File: config.mk
export PLATFORM = sky130hd
export DESIGN_NAME = demod_nco
export DESIGN_NICKNAME = d
export VERILOG_FILES = /design/src/rtl/demod_nco.sv
export SDC_FILE = /design/constraint.sdc
export NUM_CORES = 1
export LEC_CHECK = 0
export CORE_UTILIZATION = 44
export CTS_BUF_LIST = sky130_fd_sc_hd__clkbuf_8
export CTS_CLUSTER_DIAMETER = 50
export DETAILED_ROUTE_END_ITERATION = 10
export PLACE_DENSITY = 0.67
export SYNTH_ARGS = -nofsm -noshare
export SYNTH_HDL_FRONTEND = slang
export SYNTH_SLANG_ARGS = --single-unit
File: constraint.sdc
create_clock -name clk -period 2.2 [get_ports clk]
set_input_delay 0.33 -clock clk [delete_from_list [all_inputs] [get_ports clk]]
set_output_delay 0.33 -clock clk [all_outputs]
set_load 0.1 [all_outputs]
File: src/rtl/demod_nco.sv
// demod_nco: phase accumulator plus registered quadrature cos/sin LUT for the carrier path.
// Optional phase_o debug output is enabled by defining DEMOD_NCO_PHASE_OUT_EN.
module demod_nco #(
    parameter int PHASE_W = 16,
    parameter int LUT_AW  = 3,
    parameter int OUT_W   = 8,
    parameter logic [PHASE_W-1:0] DEF_FCW = PHASE_W'(1) << (PHASE_W - LUT_AW)
) (
    input  logic                     clk,
    input  logic                     rst_n,
    input  logic                     en,
    input  logic                     fcw_ld,
    input  logic [PHASE_W-1:0]       fcw_in,
    input  logic                     sync,
    input  logic                     v,
    output logic signed [OUT_W-1:0]  cos,
    output logic signed [OUT_W-1:0]  sin,
`ifdef DEMOD_NCO_PHASE_OUT_EN
    output logic [LUT_AW-1:0]        phase_o,
`endif
    output logic                     valid
);

    localparam int N = 1 << LUT_AW;

    // Integer Taylor series in Q30 over one quadrant, folded by symmetry.
    function automatic logic signed [OUT_W-1:0] lut_cos(input int k);
        longint th;
        longint x2;
        longint term;
        longint c;
        longint s;
        longint val;
        longint lim;
        longint half;
        longint one;
        int     q;
        int     r;
        q    = k / (N / 4);
        r    = k % (N / 4);
        one  = 64'sd1 <<< 30;
        half = 64'sd1 <<< 29;
        th   = (64'sd6746518852 * longint'(r)) / longint'(N);
        x2   = (th * th) >>> 30;
        c    = one;
        term = one;
        for (int n = 1; n <= 10; n++) begin
            term = -((term * x2) >>> 30) / longint'((2 * n - 1) * (2 * n));
            c    = c + term;
        end
        s    = th;
        term = th;
        for (int n = 1; n <= 10; n++) begin
            term = -((term * x2) >>> 30) / longint'((2 * n) * (2 * n + 1));
            s    = s + term;
        end
        case (q)
            0:       val = c;
            1:       val = -s;
            2:       val = -c;
            default: val = s;
        endcase
        val = val * (64'sd1 <<< (OUT_W - 1));
        if (val >= 64'sd0) val = (val + half) / one;
        else               val = (val - half) / one;
        lim = 64'sd1 <<< (OUT_W - 1);
        if (val > lim - 64'sd1) val = lim - 64'sd1;
        if (val < -lim)         val = -lim;
        return OUT_W'(val);
    endfunction

    logic signed [OUT_W-1:0] cos_lut [N];
    logic signed [OUT_W-1:0] sin_lut [N];

    for (genvar k = 0; k < N; k++) begin : g_lut
        localparam int KS = (k + N - N / 4) % N;
        localparam logic signed [OUT_W-1:0] CV = lut_cos(k);
        localparam logic signed [OUT_W-1:0] SV = lut_cos(KS);
        assign cos_lut[k] = CV;
        assign sin_lut[k] = SV;
    end

    logic [PHASE_W-1:0]      acc_q;
    logic [PHASE_W-1:0]      acc_d;
    logic [PHASE_W-1:0]      fcw_q;
    logic [PHASE_W-1:0]      fcw_d;
    logic [LUT_AW-1:0]       addr_q;
    logic [LUT_AW-1:0]       addr_d;
    logic                    vld_q;
    logic signed [OUT_W-1:0] cos_q;
    logic signed [OUT_W-1:0] sin_q;
    logic                    valid_q;

    always_comb begin
        acc_d = acc_q;
        if (sync) begin
            acc_d = '0;
        end else if (en) begin
            acc_d = acc_q + fcw_q;
        end
        fcw_d  = fcw_ld ? fcw_in : fcw_q;
        addr_d = acc_q[PHASE_W-1 -: LUT_AW] + LUT_AW'(v);
    end

    always_ff @(posedge clk or negedge rst_n) begin
        if (!rst_n) begin
            acc_q <= '0;
            fcw_q <= DEF_FCW;
        end else begin
            acc_q <= acc_d;
            fcw_q <= fcw_d;
        end
    end

    always_ff @(posedge clk or negedge rst_n) begin
        if (!rst_n) begin
            addr_q <= '0;
            vld_q  <= 1'b0;
        end else begin
            addr_q <= addr_d;
            vld_q  <= en;
        end
    end

    always_ff @(posedge clk or negedge rst_n) begin
        if (!rst_n) begin
            cos_q   <= '0;
            sin_q   <= '0;
            valid_q <= 1'b0;
        end else begin
            cos_q   <= cos_lut[addr_q];
            sin_q   <= sin_lut[addr_q];
            valid_q <= vld_q;
        end
    end

`ifdef DEMOD_NCO_PHASE_OUT_EN
    logic [LUT_AW-1:0] phase_q;

    always_ff @(posedge clk or negedge rst_n) begin
        if (!rst_n) begin
            phase_q <= '0;
        end else begin
            phase_q <= addr_q;
        end
    end

    assign phase_o = phase_q;
`endif

    assign cos   = cos_q;
    assign sin   = sin_q;
    assign valid = valid_q;

endmodule
==> Yosys cells after proc, flatten, opt, wreduce, memory -nomap -nowiden <==
Memories as Yosys holds them, arrays and structs flattened. A register that Yosys moved wholly into a read port is not among the register bits.
Cells that the tools add are included.
{ "classes": {"addsub": 2, "bitwise": 1, "n_reduce_logical": 3, "muxes": 2} }
{ "op_table": {"columns": ["cell", "count"], "rows": [
  ["$mux 16", 2],
  ["$add 16x16->16", 1],
  ["$not 3->4", 1],
  ["$add 3x1->3", 1],
  ["$logic_not 1->1", 2],
  ["$reduce_bool 2->1", 1]
]} }
{ "word_totals": {"mem_bits_ro": 128, "register_bits": 37, "out_inout_bits": 17, "mem_count": 2, "elab_cells": 15} }
{ "mem_list": {"columns": ["name", "depth", "width", "read_ports", "rd_ports_with_merged_regs", "wr", "line", "text"], "rows": [
  ["(name not given)", 8, 8, 1, 1, 0, "131", "cos_q <= cos_lut[addr_q];"],
  ["(name not given)", 8, 8, 1, 1, 0, "132", "sin_q <= sin_lut[addr_q];"]
]} }

==> Depth between registers and ports, before layout <==
Gate-level depths: netlist (run 1).
{ "depth": {"word_depth": 3, "depth_mapped": 9, "mapped_depth_nobuf": 9} }

==> Worst setup path before layout (run 1) <==
Ideal clock, no wire load.
{ "synth_path": {"path_kind": "reg-to-reg", "startpoint": "register acc_q[1]", "endpoint": "register acc_q[15]", "stages_incl_launch_ff": 8, "path_slack_ns": 0.121, "n_path_buf": 0, "setup_ns": 0.131, "arrival_ns": 1.947, "cell_sequence": "dfrtp_1 > ha_1 > a211oi_2 > o211a_1 > and2_4 > or3_1 > o211a_1 > or3_1"} }
{ "synth_between": {"elab_chain_len": 3} }
{ "synth_rtl": {"columns": ["element", "line", "text"], "rows": [
  ["from (decl)", "83", "logic [PHASE_W-1:0] acc_q;"],
  ["from (signal assigned)", "107", "acc_q <= '0;"],
  ["from (signal assigned)", "110", "acc_q <= acc_d;"],
  ["$add 16x16->16", "99", "acc_d = acc_q + fcw_q;"],
  ["$mux 16", "98", "end else if (en) begin"],
  ["$mux 16", "96", "if (sync) begin"]
]} }
No other way between the ends. The select of a mux whose other input is x is not followed.
A chain may end at the register's enable or synchronous reset.

==> Worst setup path after layout (run 1) <==
{ "layout_path": {"startpoint": "register fcw_q[0]", "endpoint": "register acc_q[10]"} }
{ "layout_between": {"elab_chain_len": 3} }
{ "layout_rtl": {"columns": ["element", "line", "text"], "rows": [
  ["from (decl)", "85", "logic [PHASE_W-1:0] fcw_q;"],
  ["from (signal assigned)", "111", "fcw_q <= fcw_d;"],
  ["$add 16x16->16", "99", null],
  ["$mux 16", "98", null],
  ["$mux 16", "96", null]
]} }
No other way between the ends. The select of a mux whose other input is x is not followed.

==> results of run 1 <==
-- timing repair --
item	CTS	global route
gates resized for setup	0	16
setup buffers	0	5
setup endpoints to repair	0	4
-- through the flow --
| step | TNS (ps) | setup slack, ps | hold slack (ps) | std cells | utilization [%] |
|---|---|---|---|---|---|
| 6_report | 0 | 98.9 | -8.56 | 377 | 59.3 |
| 5_1_grt | -23.1 | -18.9 | 7.60 | 377 | 59.3 |
| 4_1_cts | 0 | 6.09 | 4.34 | 372 | 56.8 |
| 3_5_place_dp | 0 | 38.2 | 335 | 364 | 54.4 |
| 3_3_place_gp | 0 | 84.9 | 332 | 364 | 54.4 |
| 2_1_floorplan | 0 | 121 | 34.4 | 256 | - |
-- cell families (layout without fill, tap and decap cells) --
family / after synthesis / in the layout
flops: 45 / 45
buf+inv: 28 / 77
simple gates: 72 / 72
mux: 21 / 21
fa+ha+maj: 23 / 23
compound gates: 59 / 59
xor+xnor: 8 / 8
-- sequential cells by signal, indices dropped and copies added, names as in the netlist --
name and flops:
valid 1, acc_q 16, cos 4, fcw_q 16
sin 4, vld_q 1, addr_q 3
-- critical path, cell delays in order, from the launching register on --
cell     delay (ps)
dfrtp_1         400
ha_2            200
inv_1            80
fa_2            220
nor2b_2          50
o31a_2          380
o31a_1          280
nor2_1          130
xor2_1          150
o21ai_0          90
-- per-layer routing --
layer  GRT usage, %  wire, um
met5              0         0
met3           3.56       324
met1           25.5      2480
met2           33.3      2600
met4           8.36       145
-- worst max path at each step --
| stage | from | endpoint | slack, ps |
|---|---|---|---|
| floorplan | acc_q[1] | acc_q[15] | 120 |
| global placement | acc_q[2] | acc_q[15] | 80 |
| detailed placement | fcw_q[0] | acc_q[14] | 40 |
| CTS | fcw_q[0] | acc_q[14] | 6 |
| global route | fcw_q[0] | acc_q[10] | -20 |
| finish | fcw_q[0] | acc_q[10] | 100 |
-- cell usage after synthesis, types with 2 or more instances --
| master | count | share of area [%] |
|---|---|---|
| nor4b_1 | 2 | 0.67 |
| o21ai_0 | 17 | 3.3 |
| or3_1 | 3 | 0.72 |
| xnor2_1 | 5 | 1.7 |
| nor3_1 | 6 | 1.2 |
| a21o_1 | 4 | 1.2 |
| inv_1 | 11 | 1.6 |
| and3_1 | 2 | 0.48 |
| a21oi_1 | 11 | 2.1 |
| mux2_2 | 16 | 6.9 |
| a32oi_1 | 2 | 0.67 |
| nand2b_1 | 3 | 0.72 |
| buf_4 | 8 | 2.3 |
| clkbuf_1 | 7 | 1.0 |
| xor2_1 | 3 | 1.0 |
| nor2_1 | 22 | 3.2 |
| nand2_1 | 19 | 2.7 |
| nor2b_1 | 4 | 0.96 |
| o2111ai_1 | 2 | 0.67 |
| nand3_1 | 4 | 0.77 |
| a211oi_1 | 6 | 1.7 |
| o211a_1 | 2 | 0.77 |
| nand4_1 | 2 | 0.48 |
| mux2i_1 | 5 | 1.9 |
| o21a_1 | 2 | 0.58 |
| ha_1 | 22 | 11 |
| dfrtp_1 | 44 | 42 |
-- final cells by class --
class,instances,area [sq um],area share (%)
clock buffers,5,68.8,2.07
clock inverters,3,65.1,1.96
inverters,12,45.0,1.35
multi-input cells,183,1440,43.4
flip-flops and latches,45,1130,33.9
well taps,72,90.1,2.71
repair buffers,57,488,14.7
-- where the power goes --
part           total, W  internal (W)  switching (W)  leakage, nW
Sequential      0.00112      0.000993       0.000131        0.555
Combinational   0.00213      0.000626        0.00150        0.872
Clock          0.000744      0.000451       0.000292       0.0681
==> results.md, run 1 <==
- Status: finished, violations left
- Failing checks: hold timing
- Crit Reg-Reg Startpoint: fcw_q[0]
- #FFs+latches synth: 45
- Sequential element share of the synthesized area: a little over two fifths
- Rows: 27
- Crit. End Element: register
- Max_slew headroom: 77.5%
- Largest net degree at the start of global routing: 46
- Mux contribution to synthesized area: approximately 8.8%
- Total CTS buffers: 5
- Critical path startpoint category: register
- Tcrit/Tclk final: about 96%
- # nets final: approximately 350
- Least-Margin Pin Slew: approximately 340 ps
- Avg WL per Cell: around 15 um
- Max Transition Viols Final: 0
- Layout cells sized above 1: approximately a quarter
- Die area: 0.00623 sq mm
- Fill cell count: 500
- CTS tree: yes
- DR iter-0 viols: 86
- Post-synthesis adder-cell area fraction: 11.3%
- DRC Markers: 0
- Post-synth EDFFs: 0
- Deepest clock path buffer count: 2
- Total number of vias: ~2000
- R2R Setup Slk: just under 100 ps
- Vias per Instance: about 5.4
- N_diodes: 0
- Largest family of logic cells by synthesized area: compound AO/OA/AOI/OAI gates
- Synth Area in XOR/XNOR: 2.69%
- Clock transition at the registers of the reported paths: around 90 ps
- CP required: between 2000 and 2500 ps
- Critical path type: reg -> reg
- Average size of a mapped cell: ~10 sq um
- Leakage power: roughly 1.5 nW
- Initial antenna violation count: 0
- Commonest cells after routing, fill and taps aside: dfrtp_1, buf_4, nor2_1
- Initial Util: 46.4%
- GP Congestion: about 0.93
- IO Count: 39
- Layout Area Growth over Synthesis: 27.8%
- Clock root buffer: clkbuf_8
- Worst VDD drop: ~0.0011 V
- Post-route ant nets: 0
- Final Cell Area: approximately 0.0033 sq mm
- Worst EP arrival: about 2300 ps
- Synthesized cell area: 0.00260 sq mm
- Port Buf Inserts: 38
- Max-cap viol count: 0
- Simple-Gate Fraction of Synth Area: a little over an eighth
- Clock Sink Count: 45
- Setup violators final: 0
- H-tree depth: 2
- Final period demand of the worst path: around 2100 ps
- Synth warn: 0
- Compound-gate portion of the synthesized area: between 10% and 20%
- Synth Flop Type: dfrtp_1
- Maximum fanout along the worst path: 5
- Mapped Cells: 256
- Syn nets: approximately 300
- Global route overflow: 0
- Core area: ~0.0056 sq mm
- CTS Hold Bufs: 0
- Final Hold Viols: 5
- Die H: about 80 um
- Post-DP HPWL: between 4000 and 5000 um
- HP Class: in -> async
- GRT Overall Usage: 20.0%
- Die width: 78.9 um
- Max frequency: ~480 MHz
- First-pass GRT wire length: approximately 9600 um
- Final Power: 0.00400 W
- RSZ-0062 raised after global routing: true
- Placed Area: a little over 0.003 sq mm
- Ys async rst share: between 90% and 100%
- Hold WS: -8.56 ps
- Vias in the first global route: between 1500 and 2000
- Worst reg2reg path depth: 9
- Clk_lat worst skew: 300 ps
- Synth unique cells: 49
- Reg2reg end: acc_q[10]
- Pre-Repair DR Iteration Count: 4
- Detailed Route WL: approximately 5500 um
- Max Clock Skew: 4.82 ps
- Most common cell after layout, fill and taps aside: dfrtp_1
- Pwr dens: ~1200 mW/mm^2
No activity file was read; power rests on OpenSTA's default activity.
==> run 2: changes to the inputs <==
--- a/config.mk
+++ b/config.mk
@@ -9,6 +9,7 @@
 export CTS_BUF_LIST = sky130_fd_sc_hd__clkbuf_8
 export CTS_CLUSTER_DIAMETER = 50
 export DETAILED_ROUTE_END_ITERATION = 10
+export MAX_ROUTING_LAYER = met4
 export PLACE_DENSITY = 0.67
 export SYNTH_ARGS = -nofsm -noshare
 export SYNTH_HDL_FRONTEND = slang
==> results.md, run 2 (synthesis gave the netlist of run 1 again) <==
- H-tree depth: 2 (unchanged)
- Clock root buffer: clkbuf_8
- Finished Layout Cells: 375 (-0.53%)
- RSZ-0062 raised after global routing: true
- Worst Hold Launch: vld_q
- Die H: 78.9 um (unchanged)
- Initial Util: 46.4% (unchanged)
- DRC Markers: 0 (unchanged)
- Setup TNS: 0 ps (unchanged)
- Die width: 78.9 um (unchanged)
- DP Cell Count: 365 (+0.27%)
- CP required: 2380 ps (about the same)
- Commonest cells after routing, fill and taps aside: dfrtp_1, buf_4, nor2_1
- Port Buf Inserts: 38 (unchanged)
- Total number of vias: 2086 (+2.1%)
- Avg WL per Cell: 15.4 um (+4.4%)
- Post-DP HPWL: 4370 um (+6.2%)
- Max frequency: 459 MHz (-3.5%)
- Detailed Route WL: 5760 um (+3.9%)
- Global route overflow: 0 (unchanged)
- Max Transition Viols Final: 0 (unchanged)
- Layout cells sized above 1: 23.8% (-2.5 points)
- Max_slew headroom: 77.4% (-0.095 points)
- Deepest clock path buffer count: 2 (unchanged)
- Status: finished clean
- Largest registers: acc_q x16, fcw_q x16
- Initial antenna violation count: 0 (unchanged)
- DR iter-0 viols: 133 (+55%)
- Crit Reg-Reg Startpoint: acc_q[1]
- Clk_lat worst skew: 300 ps (about the same)
- HP Class: reg -> reg
- Setup violators final: 0 (unchanged)
- Least-Margin Pin Slew: 338 ps (+1.41 ps)
- Final core occ: 57.8% (-1.5 points)
- # nets final: 347 (-0.57%)
- Clock Sink Count: 45 (unchanged)
- Clock transition at the registers of the reported paths: 90 ps (about the same)
- Worst VDD drop: 0.00118 V (+9.7%)
- Critical path type: reg -> reg
- Die area: 0.00623 sq mm (unchanged)
- Most common cell after layout, fill and taps aside: dfrtp_1
- IO Count: 39 (unchanged)
- Critical path startpoint category: register
- Maximum fanout along the worst path: 3 (-2)
- Worst EP arrival: 2360 ps (+80 ps)
- Max Clock Skew: 7.35 ps (+2.53 ps)
- Worst reg2reg path depth: 7 (-2)
- R2R Setup Slk: 20 ps (-80 ps)
- Tcrit/Tclk final: 98.9% (+3.4 points)
- Worst hold endpoint: valid
- GP Congestion: 0.922 (-0.66%)
- GRT Overall Usage: 21.4% (+1.4 points)
- Max-cap viol count: 0 (unchanged)
- Reg2reg end: acc_q[15]
- Min-Delay Path Depth: 0
- Pwr dens: 1190 mW/mm^2 (-0.78%)
- Vias per Instance: 5.56 (+2.6%)
- Crit. End Element: register
- CTS tree: yes
- First-pass GRT wire length: 9980 um (+4.1%)
- Post-route ant nets: 0 (unchanged)
- Final Hold Viols: 0 (-5)
- Rows: 27 (unchanged)
- Layout Area Growth over Synthesis: 24.6%
- Total CTS buffers: 5 (unchanged)
- Final period demand of the worst path: 2180 ps (+75.7 ps)
- N_diodes: 0 (unchanged)
- Pre-Repair DR Iteration Count: 4 (unchanged)
- Largest net degree at the start of global routing: 19 (-59%)
- Vias in the first global route: 2067 (+4.7%)
- Leakage power: 1.47 nW (-1.6%)
- Core area: 0.00561 sq mm (unchanged)
run 2: worst max path at each step:
stage / cells past startpoint / endpoint / slack (ps) / from
final: 7 / acc_q[15] / 20 / acc_q[1]
after global routing: 7 / acc_q[15] / -30 / acc_q[1]
after CTS: 7 / acc_q[15] / 0.3 / acc_q[3]
after detailed placement: 7 / acc_q[15] / 30 / acc_q[1]
after global placement: 7 / acc_q[15] / 90 / acc_q[10]
after floorplan: 7 / acc_q[15] / 120 / acc_q[1]
run 2: worst max-delay path, stage by stage, from the launching register on:
cell and delay [ps]:
dfrtp_1 430, ha_4 290, a211oi_2 70, o211a_1 250, and2_4 170, or3_1 370
o211a_1 110, or3_1 360
run 2: per-stage QoR:
step           worst slack (ps)  hold slack (ps)  instance area (sq um)  power, W
6_report                   23.2              359                   3240   0.00386
5_1_grt                   -29.5              389                   3240   0.00407
4_1_cts                   0.282              360                   3190   0.00385
3_5_place_dp               29.5              238                   3050   0.00318
3_3_place_gp               88.5              240                   3050   0.00315
2_1_floorplan               121             34.4                   2600   0.00280
run 2: metal layers:
layer,GRT usage [%],up-vias,share of wire [%]
met5,-,-,0
met4,5.45,0,1.1
met3,4.02,6,4.8
met2,36.1,56,50
met1,26.6,1024,44
li1,-,1000,-
run 2: timing repair:
action	CTS	global route
gates cloned	0	0
hold endpoints to repair	10	0
setup buffers	1	0
resized for setup	0	9
setup endpoints to repair	1	3
pin swaps	0	1
hold buffers	1	0
run 2: layout make-up:
type / instances / area (sq um)
inverters: 12 / 45.0
well taps: 72 / 90.1
repair buffers: 55 / 463
flip-flops and latches: 45 / 1130
fillers: 536 / 2370
clock buffers: 6 / 82.6
clock inverters: 2 / 37.5
multi-input cells: 183 / 1400
run 2: power breakdown:
group | leakage (nW) | internal [W] | switching (W)
Combinational | 0.859 | 0.000585 | 0.00150
Sequential | 0.555 | 0.000993 | 0.000127
Clock | 0.0574 | 0.000370 | 0.000289
Total | 1.47 | 0.00195 | 0.00192
